### config.mk
export PLATFORM = sky130hd
export DESIGN_NAME = pc_sequencer
export DESIGN_NICKNAME = d
export VERILOG_FILES = /design/src/rtl/pc_sequencer.sv
export SDC_FILE = /design/constraint.sdc
export NUM_CORES = 1
export LEC_CHECK = 0
export BUFFER_PORTS_ARGS = -buffer_cell sky130_fd_sc_hd__buf_4
export CORE_MARGIN = 3
export CORE_UTILIZATION = 30
export CTS_CLUSTER_DIAMETER = 50
export DETAILED_ROUTE_END_ITERATION = 16
export PLACE_DENSITY = 0.6
export SLEW_MARGIN = 5
export SYNTH_ARGS = -nofsm -noshare
export SYNTH_HDL_FRONTEND = slang
export SYNTH_SLANG_ARGS = --single-unit
### constraint.sdc
create_clock -name clk -period 4.7 [get_ports clk]
set_input_delay 0.235 -clock clk [delete_from_list [all_inputs] [get_ports clk]]
set_output_delay 0.235 -clock clk [all_outputs]
set_load 0.01 [all_outputs]
### src/rtl/pc_sequencer.sv
// Program-counter sequencer: picks the next fetch address and runs the fetch handshake.
// Optional misaligned-target trap is enabled by defining PC_MISALIGN_TRAP_EN.
module pc_sequencer #(
  parameter logic [31:0] RESET_VECTOR = 32'h0000_0000,
  parameter logic [31:0] TRAP_VECTOR  = 32'h0000_0100
) (
  input  logic        clk,
  input  logic        rst,
  input  logic [31:0] pc,
  output logic [31:0] next_pc,
  input  logic        stall,
  input  logic        jump,
  input  logic [31:0] jump_target,
  input  logic        branch_taken,
  input  logic [31:0] branch_target,
  output logic        imem_req,
  input  logic        imem_ready,
  output logic        fetch_valid,
  output logic        trap,
  output logic [31:0] trap_pc,
  output logic [31:0] fetch_count
);

  typedef enum logic [1:0] {BOOT, RUN, WAIT, TRAP} state_t;

  state_t      state;
  state_t      state_next;
  logic        redirect;
  logic        misaligned;
  logic [31:0] raw_target;
  logic [31:0] target;

  // Jump outranks branch when both are asserted.
  always_comb begin
    redirect   = jump | branch_taken;
    raw_target = jump ? jump_target : branch_target;
`ifdef PC_MISALIGN_TRAP_EN
    target     = raw_target;
    misaligned = redirect && (raw_target[1:0] != 2'b00);
`else
    target     = raw_target & 32'hFFFF_FFFC;
    misaligned = 1'b0;
`endif
  end

  always_comb begin
    state_next  = state;
    next_pc     = pc;
    imem_req    = 1'b0;
    fetch_valid = 1'b0;
    case (state)
      BOOT: begin
        next_pc    = RESET_VECTOR;
        state_next = RUN;
      end
      RUN: begin
        imem_req = 1'b1;
        if (!imem_ready) begin
          state_next = WAIT;
        end else begin
          fetch_valid = 1'b1;
          if (stall) begin
            next_pc = pc;
          end else if (misaligned) begin
            next_pc    = pc;
            state_next = TRAP;
          end else if (redirect) begin
            next_pc = target;
          end else begin
            next_pc = pc + 32'd4;
          end
        end
      end
      WAIT: begin
        imem_req = 1'b1;
        if (imem_ready) state_next = RUN;
      end
      TRAP: begin
        next_pc    = TRAP_VECTOR;
        state_next = RUN;
      end
      default: begin
        next_pc    = RESET_VECTOR;
        state_next = BOOT;
      end
    endcase
    // Reset overrides the outputs combinationally so they are safe before any edge.
    if (rst) begin
      next_pc     = RESET_VECTOR;
      imem_req    = 1'b0;
      fetch_valid = 1'b0;
    end
  end

  always_ff @(posedge clk or posedge rst) begin
    if (rst) begin
      state       <= BOOT;
      fetch_count <= 32'd0;
    end else begin
      state <= state_next;
      if (fetch_valid && !stall) fetch_count <= fetch_count + 32'd1;
    end
  end

`ifdef PC_MISALIGN_TRAP_EN
  // trap is high only in the TRAP cycle; trap_pc keeps the last offending target.
  always_ff @(posedge clk or posedge rst) begin
    if (rst) begin
      trap    <= 1'b0;
      trap_pc <= 32'd0;
    end else begin
      trap <= (state_next == TRAP) && (state == RUN);
      if ((state_next == TRAP) && (state == RUN)) trap_pc <= target;
    end
  end
`else
  assign trap    = 1'b0;
  assign trap_pc = 32'd0;
`endif

endmodule
# Word-level counts from Yosys, hierarchy flattened

Index checks and enable logic that the tools add are counted.

Bits of input ports: 102
Register bits after elaboration: 34
Output and inout port bits: 99
Word-level logic and storage cells: 30

Multiplexer cells: 14
Add/sub/neg operators: 2
Reduce and logical (&&, ||, !) cells: 6
Bitwise logic cells: 1
Equality and inequality tests: 5

Operator list:

| operator                                                              | number |
|---|---|
| 32-bit two-way mux                                                    | 5 |
| 32-bit case mux with 3 select lines                                   | 1 |
| 32-bit by 1-bit adder with 32-bit output, second input constant       | 1 |
| 32-bit by 3-bit adder with 32-bit output, second input constant       | 1 |
| 2-bit case mux with 3 select lines                                    | 1 |
| 1-bit two-way mux                                                     | 5 |
| 2-bit equality test, second input constant                            | 2 |
| 2-bit two-way mux                                                     | 2 |
| 2-bit inequality test, second input constant                          | 2 |
| 2-bit OR reduction                                                    | 2 |
| 2-bit by 1-bit equality test with 1-bit output, second input constant | 1 |
| 2-bit zero test                                                       | 1 |
| 2-bit AND reduction                                                   | 1 |
| 1-bit logical AND                                                     | 1 |
| 1-bit zero test                                                       | 1 |
| 1-bit OR                                                              | 1 |

# Logic depth before layout (Yosys ltp)

Word-level depth: 6
Gate-level depth with buffers: 8
Gate-level depth less buffers: 7

# Worst setup path after synthesis

Ideal clock, no wire load.

Path type: input port to output port
Start: input port rst
End: output port next_pc[30]
Data arrival time: 2.012 ns
Stages on the path: 5
Required time: 4.465 ns
Path slack: 2.453 ns
Path through: inv_1 > o21ai_0 > clkbuf_1 > a21o_1 > a311oi_1

Word-level cells in the longest chain between the ends: 1

Ends and longest elaborated chain:

| what               | line | text |
|---|---|---|
| start, declared    | 8    | `input logic rst,` |
| 32-bit two-way mux | 88   | `if (rst) begin` |
| end, declared      | 10   | `output logic [31:0] next_pc,` |

Every way passes these cells.

# Final worst setup path

Start: register state[0]
End: output port next_pc[13]

Word-level cells in the longest chain between the ends: 3
Elaborated cells on any way between the ends: 5
Those cells by class: eq/ne: 2; mux: 2; reduce/logical: 1

Ends and longest elaborated chain:

| what                                        | line | text |
|---|---|---|
| start, declared                             | 26   | `state_t state;` |
| start signal, assigned                      | 100  | `state <= state_next;` |
| 2-bit equality test (tied with other cells) | 51   | `case (state)` |
| 32-bit case mux with 3 select lines (*)     | 51   |  |
| 32-bit two-way mux (*)                      | 88   |  |

Mark *: on every way between the ends. The rest lies on a longest branch, timed or not.

==> results.yml <==
status:
  outcome: "finished, final reports clean"
detailed_routing:
  vias: 3876
  top_layer_used: "met4"
  drc_errors: 0
  first_pass_iters: 5
  wirelength_met1_mm: 5.36
  wl_met3_mm: 1.06
  ant_nets: 0
  wire_per_inst_um: 17.5
  met2_length_mm: 6.05
  via_per_inst: 5.39
  drt-total-wl_mm: 12.6
  drt_iter0_markers: 361
synth:
  synth_edf_count: 0
  synth_cell_types: 63
  synthTopCellsByArea: "dfrtp_1, buf_4, xnor2_1, a21oi_1, nand2_1"
  synth.largest_area_cell: "dfrtp_1"
  synth_area_per_cell_um2: 7.93
  yosysTopAreaCellShare_pct: 25.0
  synth_seq_cells: 34
  ys_warn_count: 0
  ys_seq_area_share_pct: 25.0
  syn_area_mm2: 0.00341
  synth-main-ff-cell: "dfrtp_1"
  async_flop_share_pct: 100
  synthCells: 430
sta:
  slew_headroom_pct: 25.6
  finalHoldViolCount: 0
  setup_violations: 0
  tightest_slew_ps: 1110
  finalCritPeriodShare_pct: 65.0
  clock_skew_ps: 7.27
  slew_viol_final: 0
  fmax_mhz: 327
  finalCriticalPeriod_ps: 3060
  rsz0062_at_grt: "false"
  worst_hold_slack_ps: 144
  fin_tns_setup_ps: 0
grt:
  grt_pass1_vias: 3821
  grt_pass1_wl_mm: 20.2
  track_usage_pct: 19.0
  grt_overflow: 0
  grt_max_degree: 37
  antenna_found_initial: 0
cts:
  cts.sinks: 34
  cts_buffer_depth: 2
  htreeDepth: 2
  postCtsResizedCells: 0
  cts_made_buffers: 5
  post_cts_buffers: 0
  cts_hold_buf: 0
  clock_latency_ps: 280
  cts_tree: "done"
  cts_root_buf: "clkbuf_16"
  clkTransAtPathRegs_ps: 60
finish:
  final_cells: 719
  nets: 685
  antennaDiodeCount: 0
  seqCellArea_um2: 851
  multi_input_area_mm2: 0.00230
  syn2layout_area_growth_pct: 41.0
  drive_gt1_share_pct: 34.7
  fillers: 1138
pwr:
  leakagePower_uw: 0.00225
  power_density_mw_per_mm2: 285
  peakVddDrop_v: 0.000325
floorplanning:
  rows: 38
  die_h_um: 113
  start_util_pct: 31.0
  core_mm2: 0.0110
  die_x_um: 113
  io_pins: 201
  die_area_mm2: 0.0127
flow_run:
  drv_cap: 0
placement:
  place_congestion: 0.837
  hpwl_mm: 9.60
  dp_cells: 711
  numPortBuffers: 163
critical_path:
  rrSetupSlack_ps: 2370
  endpoint_kind: "primary output"
  arrival_ps: 2820
  crit_path_start_kind: "flip-flop"
  crit_required_ps: 4470
  cp-startpoint: "state[0]"
  crit_type: "reg2out"
  crit_path_max_fanout: 36
  reg2reg_from: "state[1]"
worst_hold_path:
  hp-class: "in2async"
==> critical path, stage by stage (launching register included) <==
cell      delay (ps)
dfrtp_1          400
inv_1            100
ha_1             280
or2_2            590
nor2_1           650
a311oi_1         160
a211oi_1         210
buf_4            160
==> kinds of logic (layout without fill, tap and decap cells) <==
kind of cell    count (synthesis)  in the layout  synth area share, %
fa+ha+maj                       5              5                 1.83
buf+inv                        67            184                 11.3
mux                             6              6                 1.80
other cells                     1             33                0.110
xor+xnor                       32             32                 8.22
simple gates                  165            165                 28.4
compound gates                120            120                 23.4
flops                          34             34                 25.0
==> state kept, by name (all words and copies together), names as in the netlist <==
name and flops:
state 2, fetch_count 32
==> cells in the mapped netlist (5+ instances only) <==
| cell type | n |
|---|---|
| xnor2_1 | 25 |
| nand2_1 | 35 |
| nor3_1 | 12 |
| and4_1 | 6 |
| o211ai_1 | 9 |
| nor2_1 | 23 |
| ha_1 | 5 |
| nor4_1 | 6 |
| a211oi_1 | 10 |
| dfrtp_1 | 34 |
| and3_1 | 14 |
| nand3_1 | 26 |
| o21ai_0 | 14 |
| buf_4 | 34 |
| o22ai_1 | 10 |
| mux2i_1 | 5 |
| clkbuf_1 | 19 |
| a21oi_1 | 40 |
| xor2_1 | 7 |
| inv_1 | 8 |
| nand4_1 | 11 |
==> final cells by class <==
class	count	share of cell area, %
multi-input cells	361	47.9
repair buffers	167	26.1
flip-flops and latches	34	17.7
well taps	140	3.64
clock buffers	5	2.60
clock inverters	3	1.43
inverters	9	0.703
==> metal layers <==
| layer | global-route usage, % | vias up |
|---|---|---|
| li1 | - | 1840 |
| met1 | 25.9 | 1819 |
| met2 | 32.2 | 205 |
| met3 | 2.80 | 12 |
| met4 | 3.85 | 0 |
| met5 | 0 | - |
==> report_power, final <==
group | total (uW) | internal (uW) | switching (uW)
clock | 426 | 304 | 121
sequential | 355 | 316 | 38.9
combinational | 591 | 269 | 321
total | 1370 | 890 | 481
==> layout by cell type (no fill, tap or decap), drive strengths merged, types with 5 or more instances in the layout <==
| cell type | synthesis | final |
|---|---|---|
| buf | 39 | 167 |
| a21oi | 40 | 40 |
| nand2 | 35 | 35 |
| dfrtp | 34 | 34 |
| conb | 1 | 33 |
| nand3 | 27 | 27 |
| xnor2 | 25 | 25 |
| nor2 | 23 | 23 |
| o21ai | 15 | 15 |
| and3 | 14 | 14 |
| nor3 | 14 | 14 |
| nand4 | 14 | 14 |
| nor4 | 11 | 11 |
| a211oi | 10 | 10 |
| o22ai | 10 | 10 |
| o211ai | 9 | 9 |
| inv | 8 | 8 |
| xor2 | 7 | 7 |
| and4 | 6 | 6 |
| mux2i | 5 | 5 |
| ha | 5 | 5 |
| clkbuf | 19 | 5 |
==> final timing paths <==
check                                  end  cells after the start
min in group clk                  state[1]                      4
max in group asynchronous  fetch_count[10]                      3
hold / removal              fetch_count[8]                      3
hold reg to reg            fetch_count[24]                      1
setup reg to reg           fetch_count[17]                      7
setup / recovery               next_pc[13]                      7
==> metrics by stage <==
stage,utilization (%),cell area (um^2),setup WS [ps],power [uW]
after floorplan,-,3530,2450,678
after global placement,42.0,4610,1960,939
after detailed placement,42.0,4610,1920,949
after CTS,43.8,4810,1610,1380
after global routing,43.8,4810,1490,1460
final,43.8,4810,1640,1370
Power figures use the tool's default switching activity.
